### src/rtl/codec_config_sequencer.sv
// Walks an 11-entry codec register table, issuing one I2C write per entry through
// a start/communicating handshake with the slow-clock I2C driver.
module codec_config_sequencer #(
  parameter logic [6:0] SLAVE_ADDR     = 7'h1A,
  parameter int         POWERUP_CYCLES = 50000,
  parameter int         GAP_CYCLES     = 2048,
  parameter int         TIMEOUT_CYCLES = 200000
) (
  input  logic       CLOCK_50,
  input  logic       reset,
  input  logic       go,
  output logic       i2c_start,
  input  logic       i2c_communicating,
  output logic [6:0] SlaveAddress,
  output logic [7:0] RegisterAddress,
  output logic [7:0] dataSend,
  output logic       write,
  output logic       read,
  output logic [3:0] index,
  output logic       busy,
  output logic       done,
  output logic       error
);

  typedef enum logic [2:0] {
    S_IDLE, S_POWERUP, S_ISSUE, S_WAIT_ACCEPT, S_WAIT_DONE, S_GAP, S_DONE, S_ERROR
  } state_t;

  localparam logic [31:0] PU_LAST  = 32'(POWERUP_CYCLES - 1);
  localparam logic [31:0] GAP_LAST = 32'(GAP_CYCLES - 1);
  localparam logic [31:0] TO_LAST  = 32'(TIMEOUT_CYCLES - 1);
  localparam logic [3:0]  LAST_IDX = 4'd10;

  state_t      state;
  logic [31:0] cnt;
  logic        comm_p0, comm_p1;
  logic        comm_s;
  logic [15:0] entry;

  // Entry layout: {reg[6:0], data[8:0]}
  function automatic logic [15:0] table_entry(input logic [3:0] i);
    case (i)
      4'd0:    table_entry = {7'h0F, 9'h000};
      4'd1:    table_entry = {7'h06, 9'h000};
      4'd2:    table_entry = {7'h00, 9'h017};
      4'd3:    table_entry = {7'h01, 9'h017};
      4'd4:    table_entry = {7'h02, 9'h179};
      4'd5:    table_entry = {7'h03, 9'h079};
      4'd6:    table_entry = {7'h04, 9'h012};
      4'd7:    table_entry = {7'h05, 9'h000};
      4'd8:    table_entry = {7'h07, 9'h042};
      4'd9:    table_entry = {7'h08, 9'h000};
      4'd10:   table_entry = {7'h09, 9'h001};
      default: table_entry = {7'h0F, 9'h000};
    endcase
  endfunction

  assign entry        = table_entry(index);
  assign comm_s       = comm_p1;
  assign SlaveAddress = SLAVE_ADDR;
  assign write        = 1'b1;
  assign read         = 1'b0;

  // Two-flop synchronizer for the driver's busy flag (slow-clock domain)
  always_ff @(posedge CLOCK_50 or negedge reset) begin
    if (!reset) begin
      comm_p0 <= 1'b0;
      comm_p1 <= 1'b0;
    end else begin
      comm_p0 <= i2c_communicating;
      comm_p1 <= comm_p0;
    end
  end

  always_ff @(posedge CLOCK_50 or negedge reset) begin
    if (!reset) begin
      state           <= S_IDLE;
      cnt             <= '0;
      index           <= '0;
      i2c_start       <= 1'b0;
      busy            <= 1'b0;
      done            <= 1'b0;
      error           <= 1'b0;
      RegisterAddress <= 8'h1E;
      dataSend        <= 8'h00;
    end else begin
      case (state)
        S_IDLE, S_DONE, S_ERROR: begin
          if (go) begin
            state <= S_POWERUP;
            index <= '0;
            cnt   <= '0;
            busy  <= 1'b1;
            done  <= 1'b0;
            error <= 1'b0;
          end
        end
        S_POWERUP: begin
          if (cnt == PU_LAST) begin
            state <= S_ISSUE;
            cnt   <= '0;
          end else begin
            cnt <= cnt + 32'd1;
          end
        end
        S_ISSUE: begin
          RegisterAddress <= {entry[15:9], entry[8]};
          dataSend        <= entry[7:0];
          i2c_start       <= 1'b1;
          cnt             <= '0;
          state           <= S_WAIT_ACCEPT;
        end
        S_WAIT_ACCEPT: begin
          if (comm_s) begin
            i2c_start <= 1'b0;
            cnt       <= '0;
            state     <= S_WAIT_DONE;
          end else if (cnt == TO_LAST) begin
            i2c_start <= 1'b0;
            busy      <= 1'b0;
            error     <= 1'b1;
            state     <= S_ERROR;
          end else begin
            cnt <= cnt + 32'd1;
          end
        end
        S_WAIT_DONE: begin
          if (!comm_s) begin
            cnt <= '0;
            if (index == LAST_IDX) begin
              busy  <= 1'b0;
              done  <= 1'b1;
              state <= S_DONE;
            end else begin
              state <= S_GAP;
            end
          end else if (cnt == TO_LAST) begin
            busy  <= 1'b0;
            error <= 1'b1;
            state <= S_ERROR;
          end else begin
            cnt <= cnt + 32'd1;
          end
        end
        S_GAP: begin
          // Index advances only here, and only from entries below the last one
          if (cnt == GAP_LAST) begin
            cnt   <= '0;
            index <= index + 4'd1;
            state <= S_ISSUE;
          end else begin
            cnt <= cnt + 32'd1;
          end
        end
        default: state <= S_IDLE;
      endcase
    end
  end

endmodule

### config.mk
export PLATFORM = sky130hd
export DESIGN_NAME = codec_config_sequencer
export DESIGN_NICKNAME = d
export VERILOG_FILES = /design/src/rtl/codec_config_sequencer.sv
export SDC_FILE = /design/constraint.sdc
export NUM_CORES = 1
export LEC_CHECK = 0
export CAP_MARGIN = 20
export CORE_MARGIN = 4
export CORE_UTILIZATION = 28
export DETAILED_ROUTE_END_ITERATION = 10
export DONT_BUFFER_PORTS = 1
export PLACE_DENSITY = 0.49
export SKIP_LAST_GASP = 1
export SYNTH_ARGS = -nofsm -noshare
export SYNTH_HDL_FRONTEND = slang
export SYNTH_SLANG_ARGS = --single-unit
### constraint.sdc
create_clock -name CLOCK_50 -period 2.55 [get_ports CLOCK_50]
set_clock_uncertainty 0.05 [all_clocks]
set_input_delay 0.6375 -clock CLOCK_50 [delete_from_list [all_inputs] [get_ports CLOCK_50]]
set_output_delay 0.6375 -clock CLOCK_50 [all_outputs]
set_load 0.02 [all_outputs]
# After elaboration in Yosys (flattened, before gate mapping)
# Memory sizes are Yosys's and may differ from the RTL's. A register that Yosys moved wholly into a read port is not among the register bits.
# Cells that the tools add are included.
[totals]
latchBits = 0
mem_bits_rw = 0
regBits = 61
elab_cells = 82
romBits = 192
mem_count = 1
inputBits = 4
output_inout_bits = 33
[memory_table]
columns = ["name", "depth", "width", "rd", "rd_ports_with_merged_regs", "wr", "line_no", "rtl"]
rows = [
  ["(name not given)", 16, 12, 1, 1, 0, "42", "case (i)"],
]
[op_classes]
n_reduce_logical = 13
mux = 35
n_addsub = 2
multipliers = 0
n_eq_ne = 20
magnitude_cmp = 0
div = 0
bitwise = 0
n_shift = 0
[op_table]
columns = ["cell", "n"]
rows = [
  ["$mux W32", 6],
  ["$pmux W32 S6", 1],
  ["$add A32 B1 Y32 const B", 1],
  ["$eq A32 B11 Y1 const B", 1],
  ["$eq A32 B16 Y1 const B", 1],
  ["$eq A32 B18 Y1 const B", 1],
  ["$mux W3", 6],
  ["$pmux W3 S6", 1],
  ["$ne A2 B2 Y1 const B", 7],
  ["$mux W1", 13],
  ["$eq A3 B3 Y1 const B", 4],
  ["$reduce_and A4 Y1", 3],
  ["$mux W4", 2],
  ["$pmux W4 S2", 1],
  ["$eq A3 B2 Y1 const B", 2],
  ["$ne A3 B3 Y1 const B", 2],
  ["$pmux W1 S3", 2],
  ["$reduce_and A3 Y1", 2],
  ["$reduce_bool A2 Y1", 3],
  ["$add A4 B1 Y4 const B", 1],
  ["$eq A4 B4 Y1 const B", 1],
  ["$pmux W1 S2", 2],
  ["$eq A3 B1 Y1 const B", 1],
  ["$logic_not A3 Y1", 1],
  ["5 further kinds", 5],
]

# Depth between registers and ports, before layout
# Gate-level depths: netlist of run 1.
[logic_depth]
depth_word = 4
depth_mapped = 9
mapped_depth_nobuf = 8

# Worst setup path after synthesis of run 1
# No wires, ideal clock.
[synth_timing]
path_type = "reg-to-reg"
startpoint = "register cnt[13]"
endpoint = "register cnt[14]"
setup_slack_ns = 0.452
setup_ns = 0.126
path_buffers = 2
stages_incl_launch_ff = 8
t_arrival_ns = 1.922
period_less_slack_ns = 2.098
required_ns = 2.374
path_cell_list = "dfrtp_1 or4_1 nor3_2 and4_1 buf_6 o22ai_4 buf_6 a221o_1"
[synth_between]
elab_chain_cells = 4
elab_cells_between_ends = 10
cone_classes = "add/sub: 1; eq/ne: 3; mux: 6"
[synth_rtl]
columns = ["item", "line_no", "rtl"]
rows = [
  ["start: declaration", "35", "logic [31:0] cnt;"],
  ["start signal: assignment", "103", "cnt <= cnt + 32'd1;"],
  ["start signal: assignment", "124", "cnt <= cnt + 32'd1;"],
  ["start signal: assignment", "142", "cnt <= cnt + 32'd1;"],
  ["$add A32 B1 Y32 / $eq A32 B18 Y1 (equally long branches)", "-", ""],
  ["$mux W32", "118, 137", ""],
  ["$mux W32, on equally long branches", "128, 114", ""],
  ["$pmux W32 S6 (*)", "87", "case (state)"],
]
# Mark *: on every way between the ends. The rest lies on a longest branch, timed or not.
# A chain may end at the register's enable or synchronous reset.

# Worst setup path in the final report of run 1
[layout_timing]
startpoint = "register cnt[19]"
endpoint = "register cnt[3]"
[layout_between]
elab_chain_cells = 4
elab_cells_between_ends = 9
cone_classes = "eq/ne: 3; mux: 6"
[layout_rtl]
columns = ["item", "line_no"]
rows = [
  ["$eq A32 B18 Y1", "118, 137"],
  ["$mux W32", "-"],
  ["$mux W32, on equally long branches", "-"],
  ["$pmux W32 S6 (*)", "87"],
]
# Marked as above.

==> results of run 1 <==
[area by class of cell]
type	instances	area, µm²	share of cell area
multi-input combinational	304	1810	0.476
sequential	56	1410	0.370
timing repair buffer	22	185	0.0487
tap	147	184	0.0483
clock buffer	5	125	0.0329
inverter	14	52.6	0.0138
clock inverter	3	42.5	0.0112
[stage by stage]
stage / cell area [µm²] / hold slack, ps / worst slack [ps] / util / power, mW
floorplan: 3490 / 281 / 452 / - / 2.41
global placement: 3610 / 282 / 221 / 0.301 / 2.81
detailed placement: 3610 / 294 / 216 / 0.301 / 2.81
CTS: 3800 / 120 / 210 / 0.317 / 3.64
global route: 3800 / 111 / 39.2 / 0.317 / 3.88
finish: 3800 / 127 / 222 / 0.317 / 3.61
[routing by layer]
| metal | global-route usage | wire length [µm] | vias up |
|---|---|---|---|
| met5 | 0 | 0 | - |
| met4 | 0.0406 | 133 | 0 |
| met3 | 0.0323 | 561 | 12 |
| met2 | 0.197 | 3940 | 93 |
| met1 | 0.172 | 3990 | 1413 |
| li1 | - | - | 1432 |
[path summary, 6_finish.rpt]
check	startpoint	end	slack [ps]	depth (start not counted)
max in group asynchronous	reset	cnt[13]$_DFFE_PN0N_	2070	1
setup / recovery	cnt[19]$_DFFE_PN0N_	cnt[3]$_DFFE_PN0N_	220	7
hold reg to reg	comm_p0$_DFF_PN0_	comm_p1$_DFF_PN0_	310	0
min in group CLOCK_50	comm_p0$_DFF_PN0_	comm_p1$_DFF_PN0_	310	0
setup reg to reg	cnt[19]$_DFFE_PN0N_	cnt[3]$_DFFE_PN0N_	220	7
hold / removal	reset	RegisterAddress[1]$_DFFE_PN1P_	130	0
[registers in the layout, indices dropped and copies added (netlist names)]
register         count
done                 1
index                4
state                3
comm_p0              1
i2c_start            1
RegisterAddress      5
error                1
comm_p1              1
busy                 1
cnt                 32
dataSend             6
[kinds of logic after synthesis]
logic type	share of synthesized area
fa+ha+maj	0.0363
other cells	0.00218
compound gates	0.209
mux	0.0218
flops	0.408
simple gates	0.239
buf+inv	0.0785
xor+xnor	0.00509
[worst max-delay path, stage by stage (launching register included)]
cell and delay [ps]:
dfrtp_1 440, or4_1 510, nor3_2 170, o2111a_2 300, o21ai_1 230, buf_4 250
a41oi_1 190, a21oi_1 60
[cell usage in the layout (no fill, tap or decap), drive strengths merged, types with 3 or more instances in the layout]
cell type   n
a21boi      3
a21oi      31
a221o       3
a31oi      17
a41oi      10
and2        4
and3       11
and4        5
buf        22
clkbuf      5
conb       13
dfrtp      52
dfstp       4
ha         10
inv        14
mux2        4
mux2i       3
nand2      58
nand3      15
nand3b      3
nand4       8
nor2       24
nor2b       6
nor3        8
nor4        5
o21ai      30
o31ai       3
[timing repair]
item                                   CTS  global route
resized for setup                        0             0
hold buffers                             1             0
endpoints found under the hold margin   52             0
[power groups by stage]
stage	Combinational (mW)	Sequential, mW	Clock (mW)
finish	1.39	1.43	0.793
global placement	1.36	1.45	0
CTS	1.39	1.43	0.816
global route	1.55	1.47	0.855
detailed placement	1.36	1.45	0
floorplan	1.07	1.34	0
==> run metrics, run 1 <==
status=finished, final reports clean; NetSw=1.51 mW; FMAX=~430 MHz; PwrDens=roughly 950 mW/mm²; initial antenna violation count=0; First-pass DRT Iterations=5; setup tns final=0 ps; worst path arrival time=around 2500 ps; drt initial violations=roughly 240; crit path max fanout=7; Yosys cell types=between 50 and 60; Avg WL per Cell=between 15 and 20 µm; non-filler cells in the finished layout=about 550; Leakage=1.65 nW; via count of the first global-routing pass=between 2000 and 3000; Worst-Margin Slew=roughly 860 ps; Crit path required time=approximately 2700 ps; H-tree depth=2; crit path launch type=register; worst setup path class=register to register; RSZ-0062 raised after global routing=false; DP HPWL=between 6000 and 7000 µm; Port-buffer cells=0; initial core utilization=0.287; Setup Buffers After CTS=0; drt total wl=~8600 µm; CTS sink cnt=56; count leader, synth=nand2_1; synthesized area per cell=around 8.6 µm²; post-synth top area share=0.378; Overall Global Routing Usage=0.127; Core Rows=40; fillers=1270; VDD IR max=0.000283 V; mapped cell area=~0.0034 mm²; Total Nets Final=around 420; n_diodes=0; Die Y=roughly 120 µm; Die X=around 120 µm; top_reg_cell synth=dfrtp_1; post-synthesis register bit count=56; die area=between 0.01 and 0.015 mm²; Clock Pin Slew Worst Setup and Hold Paths=roughly 80 ps; combinational share of power=0.384; P_int=~2.1 mW; share of cells above drive strength 1=0.114; synth warn=0; Setup violations, final=0; fin crit share=0.913; Clk pwr share=0.220; Final GP Congestion=a little over 0.8; first-pass GRT wire length=between 10000 and 15000 µm; largest area contributor in the netlist=dfrtp_1; DR DRC count=0; most frequent cells after synthesis=nand2_1 (58), dfrtp_1 (52), a21oi_1 (30); HP Class=input pin to asynchronous set/reset pin; synth top area cells=dfrtp_1 (38%), nand2_1 (6.3%), a21oi_1 (4.4%); area grow syn2layout=10.5%; final hold violations=0; sw frac=0.419; CP endpoint kind=register; fin crit period=~2300 ps; placed instance count=~540; max-slew violation count=0; routed via count=2950; CTS root buf=clkbuf_16; antenna-violating nets left=0; Post-synth EDFFs=0; clock latency on the worst-skew pair=around 300 ps; vias per inst=about 5.4; CTS tree=done; Reg power frac=0.397; max_slew headroom=0.427; clock buffer count from CTS=5; clk buf depth=2; async set or reset register ratio after synthesis=1.00; sequential fraction of the synthesis area=0.408; max cap viols=0; largest net degree at the start of global routing=53; total grt overflow=0; Mapped Cells=401; I/O pins=37; Placeable Area=~0.012 mm²
No activity file was read; power rests on OpenSTA's default activity.
==> run 2: changes to the inputs <==
Settings changed: ABC_CLOCK_PERIOD_IN_PS set to 2550.
==> results of run 2 <==
Final layout, timing and power as in run 1 (identical DEF).
